## src/rtl/dma_bus_arbiter_if.sv

```systemverilog
// rtl/dma_bus_arbiter_if.sv - CRTC / Z80 / RAM signal bundle for the DMA bus arbiter
interface dma_bus_arbiter_if;
  logic        crtc_busreq;
  logic        crtc_busack;
  logic [16:0] crtc_adr;
  logic [7:0]  crtc_data;
  logic        cpu_busrq_n;
  logic        cpu_busak_n;
  logic [16:0] cpu_adr;
  logic        cpu_we;
  logic [7:0]  cpu_wdata;
  logic [7:0]  cpu_rdata;
  logic [16:0] ram_adr;
  logic        ram_we;
  logic [7:0]  ram_wdata;
  logic [7:0]  ram_rdata;
  logic        dma_active;
  logic        timeout_err;

  modport master (
    output crtc_busreq, crtc_adr, cpu_busak_n, cpu_adr, cpu_we, cpu_wdata, ram_rdata,
    input  crtc_busack, crtc_data, cpu_busrq_n, cpu_rdata, ram_adr, ram_we, ram_wdata,
           dma_active, timeout_err
  );

  modport slave (
    input  crtc_busreq, crtc_adr, cpu_busak_n, cpu_adr, cpu_we, cpu_wdata, ram_rdata,
    output crtc_busack, crtc_data, cpu_busrq_n, cpu_rdata, ram_adr, ram_we, ram_wdata,
           dma_active, timeout_err
  );
endinterface

```

## src/rtl/dma_bus_arbiter.sv

```systemverilog
// rtl/dma_bus_arbiter.sv - hands main RAM from the Z80 to the CRTC DMA engine via BUSRQ/BUSAK
module dma_bus_arbiter #(
  parameter int WAIT_LIMIT = 64,
  parameter int MIN_GAP    = 4
) (
  input logic              clk,
  input logic              rst_n,
  dma_bus_arbiter_if.slave bus
);

  localparam int WCW = $clog2(WAIT_LIMIT + 1);
  localparam int GCW = $clog2(MIN_GAP + 1);
  localparam logic [WCW-1:0] WAIT_MAX  = WCW'(WAIT_LIMIT);
  localparam logic [WCW-1:0] WAIT_LAST = WCW'(WAIT_LIMIT - 1);
  localparam logic [GCW-1:0] GAP_MAX   = GCW'(MIN_GAP);

  typedef enum logic [1:0] {S_IDLE, S_REQ, S_GRANT, S_REL} state_t;

  state_t         state, state_nxt;
  logic           busrq_n_q, busrq_n_nxt;
  logic           busack_q, busack_nxt;
  logic           active_q, active_nxt;
  logic           tmo_q, tmo_nxt;
  logic [GCW-1:0] gap_q, gap_nxt;
  logic [WCW-1:0] wait_q, wait_nxt;

  always_ff @(posedge clk or negedge rst_n) begin
    if (!rst_n) begin
      state     <= S_IDLE;
      busrq_n_q <= 1'b1;
      busack_q  <= 1'b0;
      active_q  <= 1'b0;
      tmo_q     <= 1'b0;
      gap_q     <= GAP_MAX;
      wait_q    <= '0;
    end else begin
      state     <= state_nxt;
      busrq_n_q <= busrq_n_nxt;
      busack_q  <= busack_nxt;
      active_q  <= active_nxt;
      tmo_q     <= tmo_nxt;
      gap_q     <= gap_nxt;
      wait_q    <= wait_nxt;
    end
  end

  always_comb begin
    state_nxt   = state;
    busrq_n_nxt = busrq_n_q;
    busack_nxt  = busack_q;
    active_nxt  = active_q;
    tmo_nxt     = tmo_q;
    gap_nxt     = gap_q;
    wait_nxt    = wait_q;
    case (state)
      S_IDLE: begin
        if (bus.crtc_busreq && (gap_q == GAP_MAX)) begin
          state_nxt   = S_REQ;
          busrq_n_nxt = 1'b0;
          wait_nxt    = '0;
        end else if (gap_q != GAP_MAX) begin
          gap_nxt = gap_q + GCW'(1);
        end
      end
      S_REQ: begin
        if (wait_q != WAIT_MAX) wait_nxt = wait_q + WCW'(1);
        if (!bus.cpu_busak_n) begin
          state_nxt  = S_GRANT;
          busack_nxt = 1'b1;
          active_nxt = 1'b1;
        end else begin
          // Timeout only flags; the CPU keeps the bus until it acknowledges.
          if (wait_q == WAIT_LAST) tmo_nxt = 1'b1;
          if (!bus.crtc_busreq) begin
            state_nxt   = S_REL;
            busrq_n_nxt = 1'b1;
          end
        end
      end
      S_GRANT: begin
        if (!bus.crtc_busreq) begin
          state_nxt   = S_REL;
          busack_nxt  = 1'b0;
          active_nxt  = 1'b0;
          busrq_n_nxt = 1'b1;
        end
      end
      S_REL: begin
        if (bus.cpu_busak_n) begin
          state_nxt = S_IDLE;
          gap_nxt   = '0;
        end
      end
      default: state_nxt = S_IDLE;
    endcase
  end

  assign bus.cpu_busrq_n = busrq_n_q;
  assign bus.crtc_busack = busack_q;
  assign bus.dma_active  = active_q;
  assign bus.timeout_err = tmo_q;

  // The mux select is the registered dma_active, so RAM steering never glitches mid-cycle.
  assign bus.ram_adr   = active_q ? bus.crtc_adr : bus.cpu_adr;
  assign bus.ram_we    = active_q ? 1'b0 : bus.cpu_we;
  assign bus.ram_wdata = bus.cpu_wdata;
  assign bus.crtc_data = bus.ram_rdata;
  assign bus.cpu_rdata = bus.ram_rdata;

endmodule

```

## src/flat_wrapper.sv

```systemverilog
// flat-port wrapper written by rule: the top's interface ports become plain ports
module dma_bus_arbiter_flat 
#(
  parameter int WAIT_LIMIT = 64,
  parameter int MIN_GAP    = 4
)
  (clk, rst_n, bus_crtc_busreq, bus_crtc_adr, bus_cpu_busak_n, bus_cpu_adr, bus_cpu_we, bus_cpu_wdata, bus_ram_rdata, bus_crtc_busack, bus_crtc_data, bus_cpu_busrq_n, bus_cpu_rdata, bus_ram_adr, bus_ram_we, bus_ram_wdata, bus_dma_active, bus_timeout_err);
  dma_bus_arbiter_if bus_i ();
  input logic clk;
  input logic rst_n;
  input wire logic [$bits(bus_i.crtc_busreq)-1:0] bus_crtc_busreq;
  input wire logic [$bits(bus_i.crtc_adr)-1:0] bus_crtc_adr;
  input wire logic [$bits(bus_i.cpu_busak_n)-1:0] bus_cpu_busak_n;
  input wire logic [$bits(bus_i.cpu_adr)-1:0] bus_cpu_adr;
  input wire logic [$bits(bus_i.cpu_we)-1:0] bus_cpu_we;
  input wire logic [$bits(bus_i.cpu_wdata)-1:0] bus_cpu_wdata;
  input wire logic [$bits(bus_i.ram_rdata)-1:0] bus_ram_rdata;
  output wire logic [$bits(bus_i.crtc_busack)-1:0] bus_crtc_busack;
  output wire logic [$bits(bus_i.crtc_data)-1:0] bus_crtc_data;
  output wire logic [$bits(bus_i.cpu_busrq_n)-1:0] bus_cpu_busrq_n;
  output wire logic [$bits(bus_i.cpu_rdata)-1:0] bus_cpu_rdata;
  output wire logic [$bits(bus_i.ram_adr)-1:0] bus_ram_adr;
  output wire logic [$bits(bus_i.ram_we)-1:0] bus_ram_we;
  output wire logic [$bits(bus_i.ram_wdata)-1:0] bus_ram_wdata;
  output wire logic [$bits(bus_i.dma_active)-1:0] bus_dma_active;
  output wire logic [$bits(bus_i.timeout_err)-1:0] bus_timeout_err;
  assign bus_i.crtc_busreq = bus_crtc_busreq;
  assign bus_i.crtc_adr = bus_crtc_adr;
  assign bus_i.cpu_busak_n = bus_cpu_busak_n;
  assign bus_i.cpu_adr = bus_cpu_adr;
  assign bus_i.cpu_we = bus_cpu_we;
  assign bus_i.cpu_wdata = bus_cpu_wdata;
  assign bus_i.ram_rdata = bus_ram_rdata;
  assign bus_crtc_busack = bus_i.crtc_busack;
  assign bus_crtc_data = bus_i.crtc_data;
  assign bus_cpu_busrq_n = bus_i.cpu_busrq_n;
  assign bus_cpu_rdata = bus_i.cpu_rdata;
  assign bus_ram_adr = bus_i.ram_adr;
  assign bus_ram_we = bus_i.ram_we;
  assign bus_ram_wdata = bus_i.ram_wdata;
  assign bus_dma_active = bus_i.dma_active;
  assign bus_timeout_err = bus_i.timeout_err;
  dma_bus_arbiter #(.WAIT_LIMIT(WAIT_LIMIT), .MIN_GAP(MIN_GAP)) u_core (.clk(clk), .rst_n(rst_n), .bus(bus_i));
endmodule
```

## config.mk

```make
export PLATFORM = sky130hd
export DESIGN_NAME = dma_bus_arbiter_flat
export DESIGN_NICKNAME = d
export VERILOG_FILES = /design/src/rtl/dma_bus_arbiter_if.sv /design/src/rtl/dma_bus_arbiter.sv /design/src/flat_wrapper.sv
export SDC_FILE = /design/constraint.sdc
export NUM_CORES = 1
export LEC_CHECK = 0
export BUFFER_PORTS_ARGS = -buffer_cell sky130_fd_sc_hd__buf_2
export CAP_MARGIN = 20
export CORE_ASPECT_RATIO = 1.25
export CORE_MARGIN = 4
export CORE_UTILIZATION = 44
export DETAILED_ROUTE_END_ITERATION = 10
export PLACE_DENSITY = 0.95
export RECOVER_POWER = 50
export REMOVE_ABC_BUFFERS = 1
export SYNTH_ARGS = -nofsm -noshare
export SYNTH_HDL_FRONTEND = slang
export SYNTH_SLANG_ARGS = --single-unit
```

## constraint.sdc

```tcl
create_clock -name clk -period 2.9 [get_ports clk]
set_clock_uncertainty 0.05 [all_clocks]
set_input_delay 0.58 -clock clk [delete_from_list [all_inputs] [get_ports clk]]
set_output_delay 0.58 -clock clk [all_outputs]
set_load 0.01 [all_outputs]
```

==> impl_metrics.yaml, run 1 <==
worst_setup_path:
  timing.rr.end: "u_core.wait_q[6]"
  cp_slowest_cell: "dfrtp_1"
  worstPathCellList: "mux2_2 -> buf_2"
  crit_required_ns: 2.27
  crit_type: "reg2out"
  cp-end-kind: "primary output"
  crit_start: "u_core.bus.crtc_busack"
  startpoint_type: "flip-flop"
  regToRegStartpoint: "u_core.state[1]"
  rrSetupSlack_ns: 0.75
  worstPathArrival_ns: 1.69
  setup.worst_path.end: "bus_ram_adr[12]"
  max_stage_delay_ns: 0.84
  cp_max_fo: 22
  r2r_cells: 6
synthesis:
  synthArstFlopShare: 1.00
  synth_area_leaders: "dfrtp_1 24%, mux2_2 14%, buf_4 14%, ha_1 9.1%, nand2_1 4.9%"
  synth_seq_cells: 15
  avgSynthCellArea_um2: 8.94
  ys_warn_count: 0
  ys_types: 37
  synth_top_area_frac: 0.238
  syn_area_um2: 1370
  yosysTopAreaCell: "dfrtp_1"
  synth_flop_cell: "dfrtp_1"
  syn_inst: 153
  synth-edff-count: 0
  seq_area_frac_synth: 0.276
detailed_routing:
  drc: 0
  drt-total-wl_um: 3500
  via_per_inst: 5.39
  vias: 1203
  wire_per_inst_um: 15.7
  drt_first_iter_violations: 38
  detail-route-antenna-nets: 0
  dr.pass1.iters: 4
sta:
  setup_tns_ns: 0
  rsz0062_at_grt: "no"
  fmaxAchievable_ghz: 0.432
  tightest_slew_ns: 0.777
  setup_viol: 0
  hold_viol: 0
  relSlewSlack: 0.482
  period_needed_ns: 2.32
  slew_viol_final: 0
  finalCritPeriodShare: 0.799
clock_network:
  cts_resized: 0
  postCtsSetupRepairBufs: 0
  clk_pin_slew_ns: 0.10
  cts_tree: "built"
  cts_buffer_depth: 2
  clk_latency_ns: 0.29
  clock_sinks: 15
  cts_max_level: 1
  cts_made_buffers: 3
  clock-root-buffer: "clkbuf_4"
  hold_buffers: 0
floorplan:
  die_w_um: 57.9
  start_util: 0.460
  die_h_um: 70.3
  rows: 22
  fp.dieArea_um2: 4070
  core_area_um2: 2970
  io_pins: 101
placed_design:
  portBuffers: 60
  dpl.cell_count: 219
  hpwl_um: 2840
  gp_congestion: 0.781
finish:
  nets: 253
  stdcell_count: 223
  area_growth_syn_to_layout_pct: 12.1
  n_fill_cell: 296
  antenna_cells: 0
  drive_above_1_share: 0.455
pwr:
  ir_drop_mv: 0.422
  p_leak_nw: 0.778
  p_per_area_nw_per_um2: 885
job:
  maxCapViolations: 0
global_route:
  grt_overflow_total: 0
  grt_pass1_vias: 1179
  antenna_found_initial: 0
  grt_pass1_wl_um: 5640
  grt.total_usage: 0.177
  grt_max_degree: 23
min_path:
  hold_class: "in2async"
outcome:
  outcome: "completed"
[cell usage in the layout, fill, tap and decap left out, types with 2 or more instances in the layout]
master / instances
nand2_1: 18
nor2_1: 4
o21ai_0: 7
a22oi_1: 2
dfstp_2: 2
and3_1: 2
nand3_1: 6
buf_2: 59
mux2_2: 17
a21o_1: 2
dfrtp_1: 13
nand4b_1: 2
a21oi_1: 5
nand2b_1: 3
nor2b_1: 3
inv_1: 8
ha_1: 10
clkbuf_4: 3
[power breakdown]
part           leakage [nW]  total, mW  switching [mW]  internal, mW
registers             0.185      0.436           0.134         0.302
logic                 0.576      0.795           0.403         0.392
clock network        0.0177      0.126          0.0746        0.0513
total                 0.778       1.36           0.611         0.746
[per-layer routing]
metal	wire (um)	global-route usage
met5	0	0
met4	50	0.0722
met3	221	0.0555
met2	1840	0.283
met1	1390	0.218
[area by class of cell]
class / count / area, um^2 / share of cell area
Clock buffer: 3 / 22.5 / 0.0147
Clock inverter: 1 / 5.00 / 0.00327
Tap cell: 36 / 45.0 / 0.0294
Inverter: 8 / 30.0 / 0.0196
Sequential cell: 15 / 378 / 0.247
Timing Repair Buffer: 60 / 299 / 0.195
Multi-Input combinational cell: 100 / 753 / 0.491
[critical path: cells and delay by family, from the launching register on]
family	cells	cell delay (ns)
buffers and inverters	1	0.14
DFF	1	0.84
muxes	1	0.42
[worst min-delay path by stage]
stage / to / startpoint / slack, ns / cells past startpoint
2_1_floorplan: u_core.bus.crtc_busack / rst_n / 0.23 / 0
3_3_place_gp: u_core.bus.timeout_err / u_core.bus.timeout_err / 0.40 / 2
3_5_place_dp: u_core.bus.timeout_err / u_core.bus.timeout_err / 0.40 / 2
4_1_cts: u_core.wait_q[2] / rst_n / 0.14 / 1
5_1_grt: u_core.wait_q[3] / rst_n / 0.38 / 1
6_report: u_core.wait_q[2] / rst_n / 0.28 / 1
[cells in the mapped netlist (all sizes together) (2+ instances only)]
| cell type | n |
|---|---|
| clkbuf | 5 |
| a21oi | 5 |
| o21ai | 7 |
| inv | 8 |
| nand3 | 7 |
| dfrtp | 13 |
| nand2 | 18 |
| dfstp | 2 |
| and3 | 2 |
| a22oi | 2 |
| nor2 | 4 |
| nand2b | 3 |
| mux2 | 17 |
| buf | 25 |
| nor2b | 3 |
| ha | 10 |
| a21o | 3 |
| nand4b | 2 |
[flip-flops by register name (all words and copies together), names as in the netlist]
signal / flops
u_core.wait_q: 7
u_core.gap_q: 3
u_core.state: 2
u_core.bus.cpu_busrq_n: 1
u_core.bus.crtc_busack: 1
u_core.bus.timeout_err: 1
[kinds of logic (layout without fill, tap and decap cells)]
group           after synthesis  count (layout)  synth area share
simple gates                 43              43             0.164
fa+ha+maj                    10              10            0.0915
mux                          18              18             0.147
flops                        15              15             0.276
compound gates               29              29             0.148
buf+inv                      38              72             0.173
[metrics by stage]
step / hold WS, ns / area, um^2 / utilization / setup slack, ns / power (mW)
CTS: 0.135 / 1530 / 0.516 / 0.584 / 1.36
detailed placement: 0.404 / 1510 / 0.507 / 0.807 / 1.23
floorplan: 0.234 / 1160 / - / 0.981 / 0.989
global route: 0.376 / 1530 / 0.516 / 0.468 / 1.49
finish: 0.278 / 1530 / 0.516 / 0.583 / 1.36
global placement: 0.402 / 1510 / 0.507 / 0.859 / 1.20
Power figures use the tool's default switching activity.
==> inputs of run 2 (changes only) <==
CORE_UTILIZATION = 37   (was 44)
PLACE_DENSITY = 0.86   (was 0.95)
clock period = 2 ns   (was 2.9 ns; I/O delays follow)
==> run 2 against run 1 <==
Compared with the run above: count of clock-buffer cells in the layout unchanged; flip-flop and latch count unchanged; sequential power up 46%; critical path depth did not move; cell count grew 2.2%; die area is 16% higher; worst setup slack got worse by 0.45 ns; worst hold slack lost 0.12 ns; non-clock buffer count grew 2; combinational power rose by 47%; sequential share of layout area down 0.53 points.
==> impl_metrics.yaml, run 2 (synthesis results as in run 1) <==
outcome:
  outcome: "completed"
placed_design:
  placed_area_um2: 1530
  gp_congestion: 0.829
  portBuffers: 60
  hpwl_um: 2810
  dpl.cell_count: 224
  place_ws_ns: 0.174
floorplan:
  fp.dieArea_um2: 4740
  rows: 24
  core_area_um2: 3510
  die_w_um: 62.4
  die_h_um: 76.0
  io_pins: 101
  start_util: 0.389
finish:
  layout_common_cells: "59 x buf_2, 18 x nand2_1, 17 x mux2_2, 12 x dfrtp_1, 10 x ha_1"
  nets: 255
  drive_above_1_share: 0.466
  stdcell_count: 228
  biggestRegsByFlops: "u_core.wait_q x7, u_core.gap_q x3, u_core.state x2"
  layout_commonest_cell: "buf_2"
  area_growth_syn_to_layout_pct: 14.9
  fin_area_um2: 1570
  largest_register_ffs: 7
  antenna_cells: 0
  regMostFlops: "u_core.wait_q"
clock_network:
  cts_tree: "built"
  cts_buffer_depth: 2
  clk_pin_slew_ns: 0.06
  cts_max_level: 1
  clock_sinks: 15
  postCtsSetupRepairBufs: 0
  clk_latency_ns: 0.25
  cts_resized: 1
  cts_made_buffers: 3
  hold_buffers: 0
  clock-root-buffer: "clkbuf_8"
pwr:
  p_per_area_nw_per_um2: 1310
  ir_drop_mv: 0.759
  p_leak_nw: 0.795
worst_setup_path:
  crit_buf_inv: 1
  cp_max_fo: 22
  cp_top_family: "flip-flops"
  worstPathArrival_ns: 1.42
  worstPathCellList: "mux2_2 -> buf_2"
  cp-end-kind: "primary output"
  crit_type: "reg2out"
  regToRegStartpoint: "u_core.gap_q[0]"
  crit_required_ns: 1.55
  startpoint_type: "flip-flop"
  max_stage_delay_ns: 0.63
  crit_start: "u_core.bus.crtc_busack"
  cp_slowest_cell: "dfrtp_2"
sta:
  relSlewSlack: 0.470
  rsz0062_at_grt: "no"
  period_needed_ns: 1.87
  hold_viol: 0
  finalCritPeriodShare: 0.935
  slew_viol_final: 0
  setup_tns_ns: 0
  tightest_slew_ns: 0.795
  setup_ws_ns: 0.130
  setup_viol: 0
  fmaxAchievable_ghz: 0.535
detailed_routing:
  wire_per_inst_um: 15.5
  vias: 1181
  dr.pass1.iters: 4
  drc: 0
  detail-route-antenna-nets: 0
  via_per_inst: 5.18
  drt_first_iter_violations: 29
  drt-total-wl_um: 3530
global_route:
  grtUsageMet2: 0.245
  grt_overflow_total: 0
  grt_pass1_vias: 1230
  met1_usage: 0.190
  busiest_layer: "met2"
  grt_max_degree: 23
  grt_use_met3: 0.0369
  grt.total_usage: 0.151
  grt_pass1_wl_um: 5950
  antenna_found_initial: 0
job:
  maxCapViolations: 0
min_path:
  hold_class: "in2async"
-- run 2: layer usage --
metal  vias to the layer above  wire [um]
met5                         -          0
met4                         0         46
met3                         4        148
met2                        30       1800
met1                       563       1530
li1                        584          -
-- run 2: where the power goes --
part	internal (mW)	leakage, nW	switching [mW]	total, mW
registers	0.441	0.184	0.195	0.637
clock network	0.138	0.0255	0.110	0.248
logic	0.584	0.586	0.591	1.17
total	1.16	0.795	0.896	2.06
-- run 2: cell type report --
class                   instances  area [um^2]
clock buffers                   3         41.3
clock inverters                 1         5.00
fillers                       335         1940
inverters                       8         30.0
multi-input cells             100          753
flip-flops and latches         15          379
well taps                      39         48.8
repair buffers                 62          314
-- run 2: through the flow --
step / total power [mW] / utilization / hold slack (ns)
floorplan: 1.43 / - / 0.0544
global route: 2.25 / 0.447 / 0.258
CTS: 2.07 / 0.448 / 0.00567
finish: 2.06 / 0.447 / 0.158
detailed placement: 1.81 / 0.434 / 0.277
global placement: 1.77 / 0.434 / 0.274
-- run 2: final timing paths --
kind                                     endpoint  depth (start not counted)  slack (ns)
max in group asynchronous  u_core.bus.crtc_busack                          1        1.19
min                              u_core.wait_q[2]                          1        0.16
max                               bus_ram_adr[16]                          2        0.13
min in group clk           u_core.bus.timeout_err                          2        0.41
min reg2reg                u_core.bus.timeout_err                          2        0.41
max reg2reg                      u_core.wait_q[2]                          6        0.21
==> inputs of run 3 (changes only) <==
CELL_PAD_IN_SITES_DETAIL_PLACEMENT = 0   (was not set)
CELL_PAD_IN_SITES_GLOBAL_PLACEMENT = 2   (was not set)
CORE_UTILIZATION = 19   (was 37)
==> run 3 against run 2 <==
Compared with the run above: core utilization down 21 points; sequential power fell by 10%; cell area up 4.4%; non-clock buffer count grew 1; via count grew 1.4%; first-iteration DRC count grew 10%; largest power group unchanged; global-route usage shrank 7.7 points; fmax up 1.3%.
==> impl_metrics.yaml, run 3 (synthesis results as in run 1) <==
detailed_routing:
  vias: 1197
  detail-route-antenna-nets: 0
  drc: 0
  via_per_inst: 4.28
  dr.pass1.iters: 4
  met2_length_um: 1560
  wire_per_inst_um: 12.2
  drt-met1-wl_um: 1400
  drt_first_iter_violations: 32
  maxUsedRoutingLayer: "met4"
  drt-total-wl_um: 3420
  route.met3.wl_um: 445
min_path:
  hold_class: "in2async"
worst_setup_path:
  worstPathArrival_ns: 1.40
  crit_required_ns: 1.55
  cp-end-kind: "primary output"
  crit_start: "u_core.bus.crtc_busack"
  setup.worst_path.end: "bus_ram_adr[10]"
  cp_slowest_cell: "dfrtp_1"
  timing.rr.end: "u_core.wait_q[2]"
  regToRegStartpoint: "u_core.state[0]"
  cp_max_fo: 20
  crit_type: "reg2out"
  startpoint_type: "flip-flop"
  max_stage_delay_ns: 0.37
  cp_top_family: "buffers and inverters"
  r2r_cells: 6
  worstPathCellList: "buf_4 -> mux2_2 -> buf_2"
  crit_buf_inv: 2
  crit_cells: 3
  rrSetupSlack_ns: 0.23
floorplan:
  die_h_um: 103
  rows: 34
  core_area_um2: 6980
  start_util: 0.196
  io_pins: 101
  fp.dieArea_um2: 8630
  die_w_um: 83.9
finish:
  antenna_cells: 0
  nets: 256
  fin_util: 0.235
  regArea_um2: 378
  drive_above_1_share: 0.458
  layout_common_cells: "59 x buf_2, 18 x nand2_1, 17 x mux2_2, 13 x dfrtp_1, 10 x ha_1"
  stdcell_count: 280
  largest_register_ffs: 7
  area_growth_syn_to_layout_pct: 19.9
  fin_area_um2: 1640
  regMostFlops: "u_core.wait_q"
  n_fill_cell: 742
  biggestRegsByFlops: "u_core.wait_q x7, u_core.gap_q x3, u_core.state x2"
  multi_input_area_um2: 753
  layout_commonest_cell: "buf_2"
clock_network:
  postCtsSetupRepairBufs: 0
  hold_buffers: 0
  clk_latency_ns: 0.25
  cts_made_buffers: 3
  cts_tree: "built"
  cts_resized: 0
  clk_pin_slew_ns: 0.06
  clock-root-buffer: "clkbuf_8"
  cts_buffer_depth: 2
  cts_max_level: 1
  clock_sinks: 15
global_route:
  grt.total_usage: 0.0748
  grt_pass1_vias: 1080
  grt_pass1_wl_um: 5350
  grt_overflow_total: 0
  grt_max_degree: 21
  antenna_found_initial: 0
outcome:
  outcome: "completed"
sta:
  finalCritPeriodShare: 0.923
  setup_tns_ns: 0
  hold_viol: 0
  relSlewSlack: 0.433
  tightest_slew_ns: 0.851
  slew_viol_final: 0
  fmaxAchievable_ghz: 0.542
  rsz0062_at_grt: "no"
  setup_viol: 0
  period_needed_ns: 1.85
placed_design:
  hpwl_um: 2740
  portBuffers: 60
  placed_area_um2: 1600
  dpl.cell_count: 276
  gp_congestion: 0.782
pwr:
  p_leak_nw: 0.798
  p_per_area_nw_per_um2: 1260
  ir_drop_mv: 0.451
job:
  maxCapViolations: 0
-- run 3: changes by cell type in the layout (fill, tap and decap cells not counted), sizes merged --
cell	previous run	this run
buf	61	62
clkbuf	4	5
clkinv	1	0
-- run 3: worst min path at each step --
stage | startpoint | end | slack (ns) | depth (start not counted)
final | rst_n | u_core.gap_q[0] | 0.18 | 1
after CTS | rst_n | u_core.gap_q[0] | 0.02 | 1
after detailed placement | rst_n | u_core.gap_q[0] | 0.29 | 1
after global routing | rst_n | u_core.state[1] | 0.27 | 1
after global placement | rst_n | u_core.state[1] | 0.28 | 1
after floorplan | rst_n | u_core.bus.crtc_busack | 0.05 | 0
-- run 3: final cells by class --
class	count	area share
clock buffers	4	0.0275
well taps	90	0.0687
multi-input cells	100	0.459
inverters	8	0.0183
repair buffers	63	0.196
flip-flops and latches	15	0.230
-- run 3: routing by layer --
metal | up-vias | GRT usage
met5 | - | 0
met4 | 0 | 0.00743
met3 | 2 | 0.0456
met2 | 71 | 0.118
met1 | 541 | 0.0915
li1 | 583 | -
-- run 3: where the power goes --
| group | total (mW) | switching, mW | leakage (nW) | internal [mW] |
|---|---|---|---|---|
| registers | 0.572 | 0.131 | 0.185 | 0.441 |
| logic | 1.24 | 0.642 | 0.590 | 0.598 |
| clock network | 0.249 | 0.108 | 0.0228 | 0.141 |
-- run 3: stage by stage --
| stage | power, mW | setup slack, ns | hold slack [ns] |
|---|---|---|---|
| floorplan | 1.43 | 0.0815 | 0.0544 |
| global placement | 1.83 | 0.274 | 0.284 |
| detailed placement | 1.83 | 0.239 | 0.288 |
| CTS | 2.09 | 0.135 | 0.0200 |
| global route | 2.28 | 0.0603 | 0.269 |
| finish | 2.06 | 0.154 | 0.184 |
-- run 3: worst register-to-register path, delay by kind of cell (launching register included) --
kind / cells / cell delay [ns]
AOI/OAI and AO/OA: 1 / 0.21
adders and majority gates: 1 / 0.24
buffers and inverters: 1 / 0.15
DFF: 1 / 0.43
and+or+nand+nor: 3 / 0.64
